--- config.mk ---
export PLATFORM = sky130hd
export DESIGN_NAME = micro_tile_mux_seq_flat
export DESIGN_NICKNAME = d
export VERILOG_FILES = /design/src/rtl/micro_tile_mux_seq_if.sv /design/src/rtl/micro_tile_mux_seq.sv /design/src/flat_wrapper.sv
export SDC_FILE = /design/constraint.sdc
export NUM_CORES = 1
export LEC_CHECK = 0
export ABC_AREA = 1
export CAP_MARGIN = 30
export CORE_AREA = 2 2 105 107
export DETAILED_ROUTE_END_ITERATION = 8
export DIE_AREA = 0 0 107 109
export GPL_ROUTABILITY_DRIVEN = 0
export PLACE_DENSITY = 0.75
export SLEW_MARGIN = 20
export SYNTH_ARGS = -nofsm -noshare
export SYNTH_HDL_FRONTEND = slang
export SYNTH_SLANG_ARGS = --single-unit
--- constraint.sdc ---
create_clock -name i_clk -period 2.6 [get_ports i_clk]
set_input_delay 0.26 -clock i_clk [delete_from_list [all_inputs] [get_ports i_clk]]
set_output_delay 0.26 -clock i_clk [all_outputs]
set_load 0.02 [all_outputs]
--- src/rtl/micro_tile_mux_seq_if.sv ---
// Tile-side bus of the micro-tile container: broadcasts, per-tile reset/enable
// and the packed per-tile pad outputs (tile k occupies bits [8k+7:8k]).
interface micro_tile_mux_seq_if #(
    parameter int N_TILES = 8
);
    logic [7:0]           tile_ui_in;
    logic [7:0]           tile_uio_in;
    logic [N_TILES-1:0]   tile_rst_n;
    logic [N_TILES-1:0]   tile_ena;
    logic [8*N_TILES-1:0] tile_uo_out;
    logic [8*N_TILES-1:0] tile_uio_out;
    logic [8*N_TILES-1:0] tile_uio_oe;

    modport master (
        output tile_ui_in, tile_uio_in, tile_rst_n, tile_ena,
        input  tile_uo_out, tile_uio_out, tile_uio_oe
    );

    modport slave (
        input  tile_ui_in, tile_uio_in, tile_rst_n, tile_ena,
        output tile_uo_out, tile_uio_out, tile_uio_oe
    );
endinterface

--- src/rtl/micro_tile_mux_seq.sv ---
// Micro-tile container: latches a tile index during reset, sequences that tile
// out of reset, and routes its outputs to the pads with park/resume and fault.
module micro_tile_mux_seq #(
    parameter int N_TILES    = 8,
    parameter int SEL_W      = 3,
    parameter int RST_CYCLES = 4,
    parameter int REG_OUT    = 1
) (
    input  logic                    i_clk,
    input  logic                    i_rst_n,
    input  logic                    i_ena,
    input  logic [7:0]              i_ui_in,
    input  logic [7:0]              i_uio_in,
    output logic [7:0]              o_uo_out,
    output logic [7:0]              o_uio_out,
    output logic [7:0]              o_uio_oe,
    micro_tile_mux_seq_if.master    tiles,
    output logic [SEL_W-1:0]        o_sel_active,
    output logic                    o_fault
);
    localparam int CNT_W = $clog2(RST_CYCLES + 1);

    typedef enum logic [2:0] {
        ST_RESET,
        ST_HOLD,
        ST_RUN,
        ST_PARK,
        ST_FAULT
    } state_t;

    state_t             r_state;
    state_t             w_next;
    logic [SEL_W-1:0]   r_sel;
    logic [CNT_W-1:0]   r_cnt;
    logic [CNT_W-1:0]   w_cntNext;
    logic               w_selValid;
    logic [N_TILES-1:0] w_hit;
    logic               w_live;
    logic [7:0]         w_uo;
    logic [7:0]         w_uio;
    logic [7:0]         w_oe;

    // The select keeps tracking ui_in for as long as reset is held low.
    always_ff @(posedge i_clk) begin
        if (!i_rst_n) begin
            r_state <= ST_RESET;
            r_sel   <= i_ui_in[SEL_W-1:0];
            r_cnt   <= '0;
        end else begin
            r_state <= w_next;
            r_cnt   <= w_cntNext;
        end
    end

    assign w_selValid = int'(r_sel) < N_TILES;

    always_comb begin
        w_next    = r_state;
        w_cntNext = r_cnt;
        case (r_state)
            ST_RESET: w_next = w_selValid ? ST_HOLD : ST_FAULT;
            ST_HOLD: begin
                if (r_cnt == CNT_W'(RST_CYCLES - 1)) begin
                    w_next = i_ena ? ST_RUN : ST_PARK;
                end else begin
                    w_cntNext = r_cnt + CNT_W'(1);
                end
            end
            ST_RUN:   if (!i_ena) w_next = ST_PARK;
            ST_PARK:  if (i_ena) w_next = ST_RUN;
            ST_FAULT: w_next = ST_FAULT;
            default:  w_next = ST_RESET;
        endcase
    end

    // An out-of-range select matches no tile, so every tile stays in reset.
    always_comb begin
        w_hit = '0;
        for (int k = 0; k < N_TILES; k++) begin
            w_hit[k] = (r_sel == SEL_W'(k));
        end
    end

    always_comb begin
        tiles.tile_rst_n = '0;
        tiles.tile_ena   = '0;
        if (r_state == ST_RUN || r_state == ST_PARK) begin
            tiles.tile_rst_n = w_hit;
        end
        if ((r_state == ST_HOLD || r_state == ST_RUN) && i_ena) begin
            tiles.tile_ena = w_hit;
        end
    end

    assign tiles.tile_ui_in  = i_ui_in;
    assign tiles.tile_uio_in = i_uio_in;

    // Gating with rst_n lets the combinational pads drop on the reset cycle itself.
    assign w_live = (r_state == ST_RUN) && i_rst_n;

    always_comb begin
        w_uo  = '0;
        w_uio = '0;
        w_oe  = '0;
        if (w_live) begin
            for (int k = 0; k < N_TILES; k++) begin
                if (w_hit[k]) begin
                    w_uo  = tiles.tile_uo_out[8*k +: 8];
                    w_uio = tiles.tile_uio_out[8*k +: 8];
                    w_oe  = tiles.tile_uio_oe[8*k +: 8];
                end
            end
        end
    end

    generate
        if (REG_OUT != 0) begin : g_regOut
            logic [7:0] r_uo;
            logic [7:0] r_uio;
            logic [7:0] r_oe;

            always_ff @(posedge i_clk) begin
                if (!i_rst_n) begin
                    r_uo  <= '0;
                    r_uio <= '0;
                    r_oe  <= '0;
                end else begin
                    r_uo  <= w_uo;
                    r_uio <= w_uio;
                    r_oe  <= w_oe;
                end
            end

            assign o_uo_out  = r_uo;
            assign o_uio_out = r_uio;
            assign o_uio_oe  = r_oe;
        end else begin : g_combOut
            assign o_uo_out  = w_uo;
            assign o_uio_out = w_uio;
            assign o_uio_oe  = w_oe;
        end
    endgenerate

    assign o_sel_active = r_sel;
    assign o_fault      = (r_state == ST_FAULT);
endmodule

--- src/flat_wrapper.sv ---
// flat-port wrapper written by rule: the top's interface ports become plain ports
module micro_tile_mux_seq_flat 
#(
    parameter int N_TILES    = 8,
    parameter int SEL_W      = 3,
    parameter int RST_CYCLES = 4,
    parameter int REG_OUT    = 1
)
  (i_clk, i_rst_n, i_ena, i_ui_in, i_uio_in, o_uo_out, o_uio_out, o_uio_oe, o_sel_active, o_fault, tiles_tile_ui_in, tiles_tile_uio_in, tiles_tile_rst_n, tiles_tile_ena, tiles_tile_uo_out, tiles_tile_uio_out, tiles_tile_uio_oe);
  micro_tile_mux_seq_if #(.N_TILES(N_TILES)) tiles_i ();
  input  logic i_clk;
  input  logic i_rst_n;
  input  logic i_ena;
  input  logic [7:0] i_ui_in;
  input  logic [7:0] i_uio_in;
  output logic [7:0] o_uo_out;
  output logic [7:0] o_uio_out;
  output logic [7:0] o_uio_oe;
  output logic [SEL_W-1:0] o_sel_active;
  output logic o_fault;
  output wire logic [$bits(tiles_i.tile_ui_in)-1:0] tiles_tile_ui_in;
  output wire logic [$bits(tiles_i.tile_uio_in)-1:0] tiles_tile_uio_in;
  output wire logic [$bits(tiles_i.tile_rst_n)-1:0] tiles_tile_rst_n;
  output wire logic [$bits(tiles_i.tile_ena)-1:0] tiles_tile_ena;
  input wire logic [$bits(tiles_i.tile_uo_out)-1:0] tiles_tile_uo_out;
  input wire logic [$bits(tiles_i.tile_uio_out)-1:0] tiles_tile_uio_out;
  input wire logic [$bits(tiles_i.tile_uio_oe)-1:0] tiles_tile_uio_oe;
  assign tiles_tile_ui_in = tiles_i.tile_ui_in;
  assign tiles_tile_uio_in = tiles_i.tile_uio_in;
  assign tiles_tile_rst_n = tiles_i.tile_rst_n;
  assign tiles_tile_ena = tiles_i.tile_ena;
  assign tiles_i.tile_uo_out = tiles_tile_uo_out;
  assign tiles_i.tile_uio_out = tiles_tile_uio_out;
  assign tiles_i.tile_uio_oe = tiles_tile_uio_oe;
  micro_tile_mux_seq #(.N_TILES(N_TILES), .SEL_W(SEL_W), .RST_CYCLES(RST_CYCLES), .REG_OUT(REG_OUT)) u_core (.i_clk(i_clk), .i_rst_n(i_rst_n), .i_ena(i_ena), .i_ui_in(i_ui_in), .i_uio_in(i_uio_in), .o_uo_out(o_uo_out), .o_uio_out(o_uio_out), .o_uio_oe(o_uio_oe), .tiles(tiles_i), .o_sel_active(o_sel_active), .o_fault(o_fault));
endmodule
Yosys cells after proc, flatten, opt, wreduce, memory -nomap -nowiden
Index checks and enable logic that the tools add are counted.
{"block": "word_totals", "reg_bits": 33, "inputBits": 211, "wordCells": 63}
{"block": "op_classes", "add_sub_neg": 1, "n_eq_ne": 15, "mux": 31, "n_bitwise": 1, "reduce_logical": 9}
{"operator": "$mux W8", "n": 26}
{"operator": "$eq A3 B2 Y1 const B", "n": 5}
{"operator": "$eq A3 B3 Y1 const B", "n": 5}
{"operator": "$pmux W3 S5", "n": 1}
{"operator": "$mux W3", "n": 3}
{"operator": "$eq A3 B1 Y1 const B", "n": 2}
{"operator": "$logic_not A3 Y1", "n": 2}
{"operator": "$ne A2 B2 Y1 const B", "n": 2}
{"operator": "$reduce_and A2 Y1", "n": 2}
{"operator": "$add A3 B1 Y3 const B", "n": 1}
{"operator": "$reduce_and A3 Y1", "n": 1}
{"operator": "$logic_and A1 B1 Y1", "n": 2}
{"operator": "$logic_or A1 B1 Y1", "n": 2}
{"operator": "$ne A2 B1 Y1 const B", "n": 1}
{"operator": "$mux W1", "n": 1}
{"operator": "$not A1 Y1", "n": 1}

Logic depth before layout (Yosys ltp)
Gate-level depths: netlist of the first run.
{"block": "depth", "depth_word": 9, "mapped_depth": 11}

Least setup slack after synthesis of the first run
Ideal clock, no wire load.
{"block": "synth_timing", "kind": "register to output", "start": "register u_core.r_sel[1], in the netlist u_core.o_sel_active[1]", "end": "output port tiles_tile_ena[5]", "arrival_ns": 1.551, "t_required_ns": 2.340, "path_slack_ns": 0.789, "stages_incl_launch_ff": 6, "path_cell_list": "edfxtp_1 buf_6 nor3_4 buf_4 inv_1 nor2_1"}
{"block": "synth_between", "elab_chain_cells": 2}
{"item": "from (decl)", "line": "micro_tile_mux_seq.sv:33", "source": "logic [SEL_W-1:0] r_sel;"}
{"item": "from (signal assigned)", "line": "micro_tile_mux_seq.sv:47", "source": "r_sel <= i_ui_in[SEL_W-1:0];"}
{"item": "$eq A3 B3 Y1", "line": "micro_tile_mux_seq.sv:80", "source": "w_hit[k] = (r_sel == SEL_W'(k));"}
{"item": "$mux W8", "line": "micro_tile_mux_seq.sv:90", "source": "if ((r_state == ST_HOLD || r_state == ST_RUN) && i_ena) begin"}
{"item": "to (decl)", "line": "flat_wrapper.sv:24", "source": "output wire logic [$bits(tiles_i.tile_ena)-1:0] tiles_tile_ena;"}
Every way passes these cells.

Worst setup path after layout of the first run
{"block": "layout_timing", "start": "register u_core.r_sel[2], in the netlist u_core.o_sel_active[2]", "end": "output port tiles_tile_ena[7]"}
The elaborated chain is that of the path after synthesis.

==> impl_results.md, run 1 <==
- Sequential fraction of design power: 31.5%
- Initial antenna violation count: 0
- Clock power frac: around 22%
- Most common cell after layout, fill and taps aside: clkdlybuf4s50_1
- Met1 WL: a little over 5000 um
- Core area: around 11000 um2
- Fin nets: 955
- Worst Hold Class: register to register
- WP data arrival: 2240 ps
- # IOs: 271
- NetSw: about 0.62 mW
- Max FO, Critical Path: 20
- Peak VDD IR: roughly 0.17 mV
- Num CTS Buffers: 5
- Share of cells above drive strength 1: 6.729%
- Routed met2 length: 6442 um
- Largest net degree at the start of global routing: 31
- Comb pwr share: 46.4%
- Number of synthesis warnings: 0
- Via count: approximately 4200
- Synthesized flop and latch total: 33
- Vias in the first global route: 3997
- Max clock buf depth: 2
- Worst setup EP type: output pin
- Fin Clk Skew: a little over 8 ps
- GR Util All Layers: 21.26%
- Root buffer cell: clkbuf_8
- Area Overhead vs Synth: 85.37%
- # diodes: 0
- Syn nets: 731
- Global-route wire length before repair: 19260 um
- Cell Int Power: 1.217 mW
- DRC errors left: 0
- Crit start category: register
- Final Cycle Share: 96.08%
- Input/output buffers: 244
- CP required: 2340 ps
- Mapped Area: 2959 um2
- Slew HR: 67.10%
- Antenna Nets Post-Route: 0
- Hold Violations, Final: 0
- Post-synth ARST share: 0%
- Worst path max stage delay: 620 ps
- Worst Max-Slew Pin Slew: 493.4 ps
- Met3 routed WL: 1415 um
- Clock slew at reported path FFs: 80 ps
- Setup violators final: 0
- Pwr Density: 335.8 nW/um2
- Cell Rows: 38
- Critical path class: register to output pin
- DP Wirelength: 10470 um
- Syn Inst Count: 518
- Total wire length: around 13000 um
- Post-synth EDFFs: 3
- Sequential element share of the synthesized area: 23.34%
- Wire length per cell: 15.05 um
- Final setup TNS: 0 ps
- Most frequent cells in the layout: clkdlybuf4s50_1 (244), nand2_1 (151), nor2_1 (109), inv_1 (58), nand4_1 (36)
- Min cycle time layout: ~2500 ps
- Yosys cell types: 23
- Max Freq: 0.4003 GHz
- Max Slew Vio Count: 0
- DR top layer: met4
- Via density per instance: around 4.7
- Grt ovf: 0
- Status: finished, final reports clean
- Die Height: 109 um
- Critical path cell sequence: inv_4 -> nor3_4 -> inv_2 -> nor2_1 -> clkdlybuf4s50_1
- Worst-Skew Late Latency: roughly 280 ps
- Clk sink count: 33
- CTS hold repair buffers: 0
- Switching Fraction: 33.93%
- H-Tree Depth: 2
- Critical-path top delay cell: edfxtp_1
- Starting density of the core: around 28%
- Pleak: 2.417 nW
- Total power: 1.842 mW
- Chip Width: about 110 um
- Ys flop type: dfxtp_1
- Syn_area_per_cell: 5.713 um2
- DR pass1 iterations: 4
- Die area: 11660 um2
- Total of max-cap violations: 0
- Reg2Reg Depth: 7
- CTS tree: built
- 1st-iter DRT viols: about 250
- Hold Crit Depth: 2
-- per-stage QoR --
stage / hold slack, ps / worst slack [ps] / cells / utilization (%) / instance area [um2]
CTS: 501.3 / 39.47 / 881 / 51.57 / 5468
global route: 512.0 / -9.543 / 883 / 51.73 / 5485
detailed placement: 490.4 / 322.4 / 873 / 50.65 / 5370
global placement: 443.3 / 378.6 / 873 / 50.65 / 5370
finish: 500.6 / 101.9 / 883 / 51.73 / 5485
floorplan: 358.9 / 788.8 / 518 / - / 2959
-- worst max-delay path: cells and delay by family, from the launching register on --
kind,cells,cell delay (ps)
flip-flops,1,620
buffers and inverters,3,1010
AND/OR/NAND/NOR,2,320
-- layout make-up --
class	instances	area [um2]
Fill cell	1040	5117
Timing Repair Buffer	256	2532
Multi-Input combinational cell	379	1729
Sequential cell	33	690.7
Inverter	67	264.0
Tap cell	140	175.2
Clock buffer	7	86.33
Clock inverter	1	7.507
-- path summary, 6_finish.rpt --
path / slack, ps / startpoint / to
worst min register to register: 500 / u_core.r_cnt[1] / u_core.r_cnt[1]
worst max-delay path: 100 / u_core.o_sel_active[2] / tiles_tile_ena[7]
worst max register to register: 600 / u_core.o_sel_active[2] / u_core.o_uio_oe[3]
worst min-delay path: 500 / u_core.r_cnt[1] / u_core.r_cnt[1]
-- cell families after synthesis --
group / Yosys count / synth area share, %
buf+inv: 106 / 18.35
flops: 33 / 23.34
compound gates: 34 / 5.750
simple gates: 343 / 51.71
fa+ha+maj: 2 / 0.8455
-- flip-flops by register name (all words and copies together) (netlist names) --
name and flops:
u_core.r_state 3, u_core.o_uo_out 8, u_core.o_uio_oe 8, u_core.o_sel_active 3
u_core.o_uio_out 8, u_core.r_cnt 3
-- cells in the mapped netlist (3+ instances only) --
library cell,count,area [um2]
buf_6,7,78.83
inv_2,7,26.28
dfxtp_1,30,600.6
o21ai_0,4,20.02
nand2_1,151,566.8
edfxtp_1,3,90.09
nor2_1,109,409.1
buf_2,12,60.06
nor3_4,6,97.59
buf_4,18,135.1
nor2_2,12,75.07
inv_1,58,217.7
nand3_1,25,125.1
a21oi_1,29,145.1
nand4_1,36,225.2
-- power by group through the flow --
stage | combinational, mW | sequential, mW | clock [mW]
floorplan | 0.395 | 0.608 | 0
global placement | 0.830 | 0.587 | 0
detailed placement | 0.845 | 0.591 | 0
CTS | 0.851 | 0.579 | 0.429
global route | 0.929 | 0.583 | 0.454
finish | 0.855 | 0.579 | 0.408
-- timing repair --
| action | CTS | global route |
|---|---|---|
| setup endpoints to repair | 1 | 6 |
| hold endpoints to repair | 0 | 0 |
| resized for setup | 1 | 2 |
| setup buffers | 0 | 2 |
-- metal layers --
layer  track usage [%]  up-vias
met5                 0        -
met4             6.865        0
met3             6.575       22
met2             38.31      225
met1             23.94     1886
li1                  -     2049
Note: power is estimated with default switching activity, not from simulation.
==> inputs of run 2 (changes only) <==
CTS_CLUSTER_SIZE = 12   (was not set)
==> results of run 2 <==
No change in the layout: final DEF, timing and power equal those of run 1.
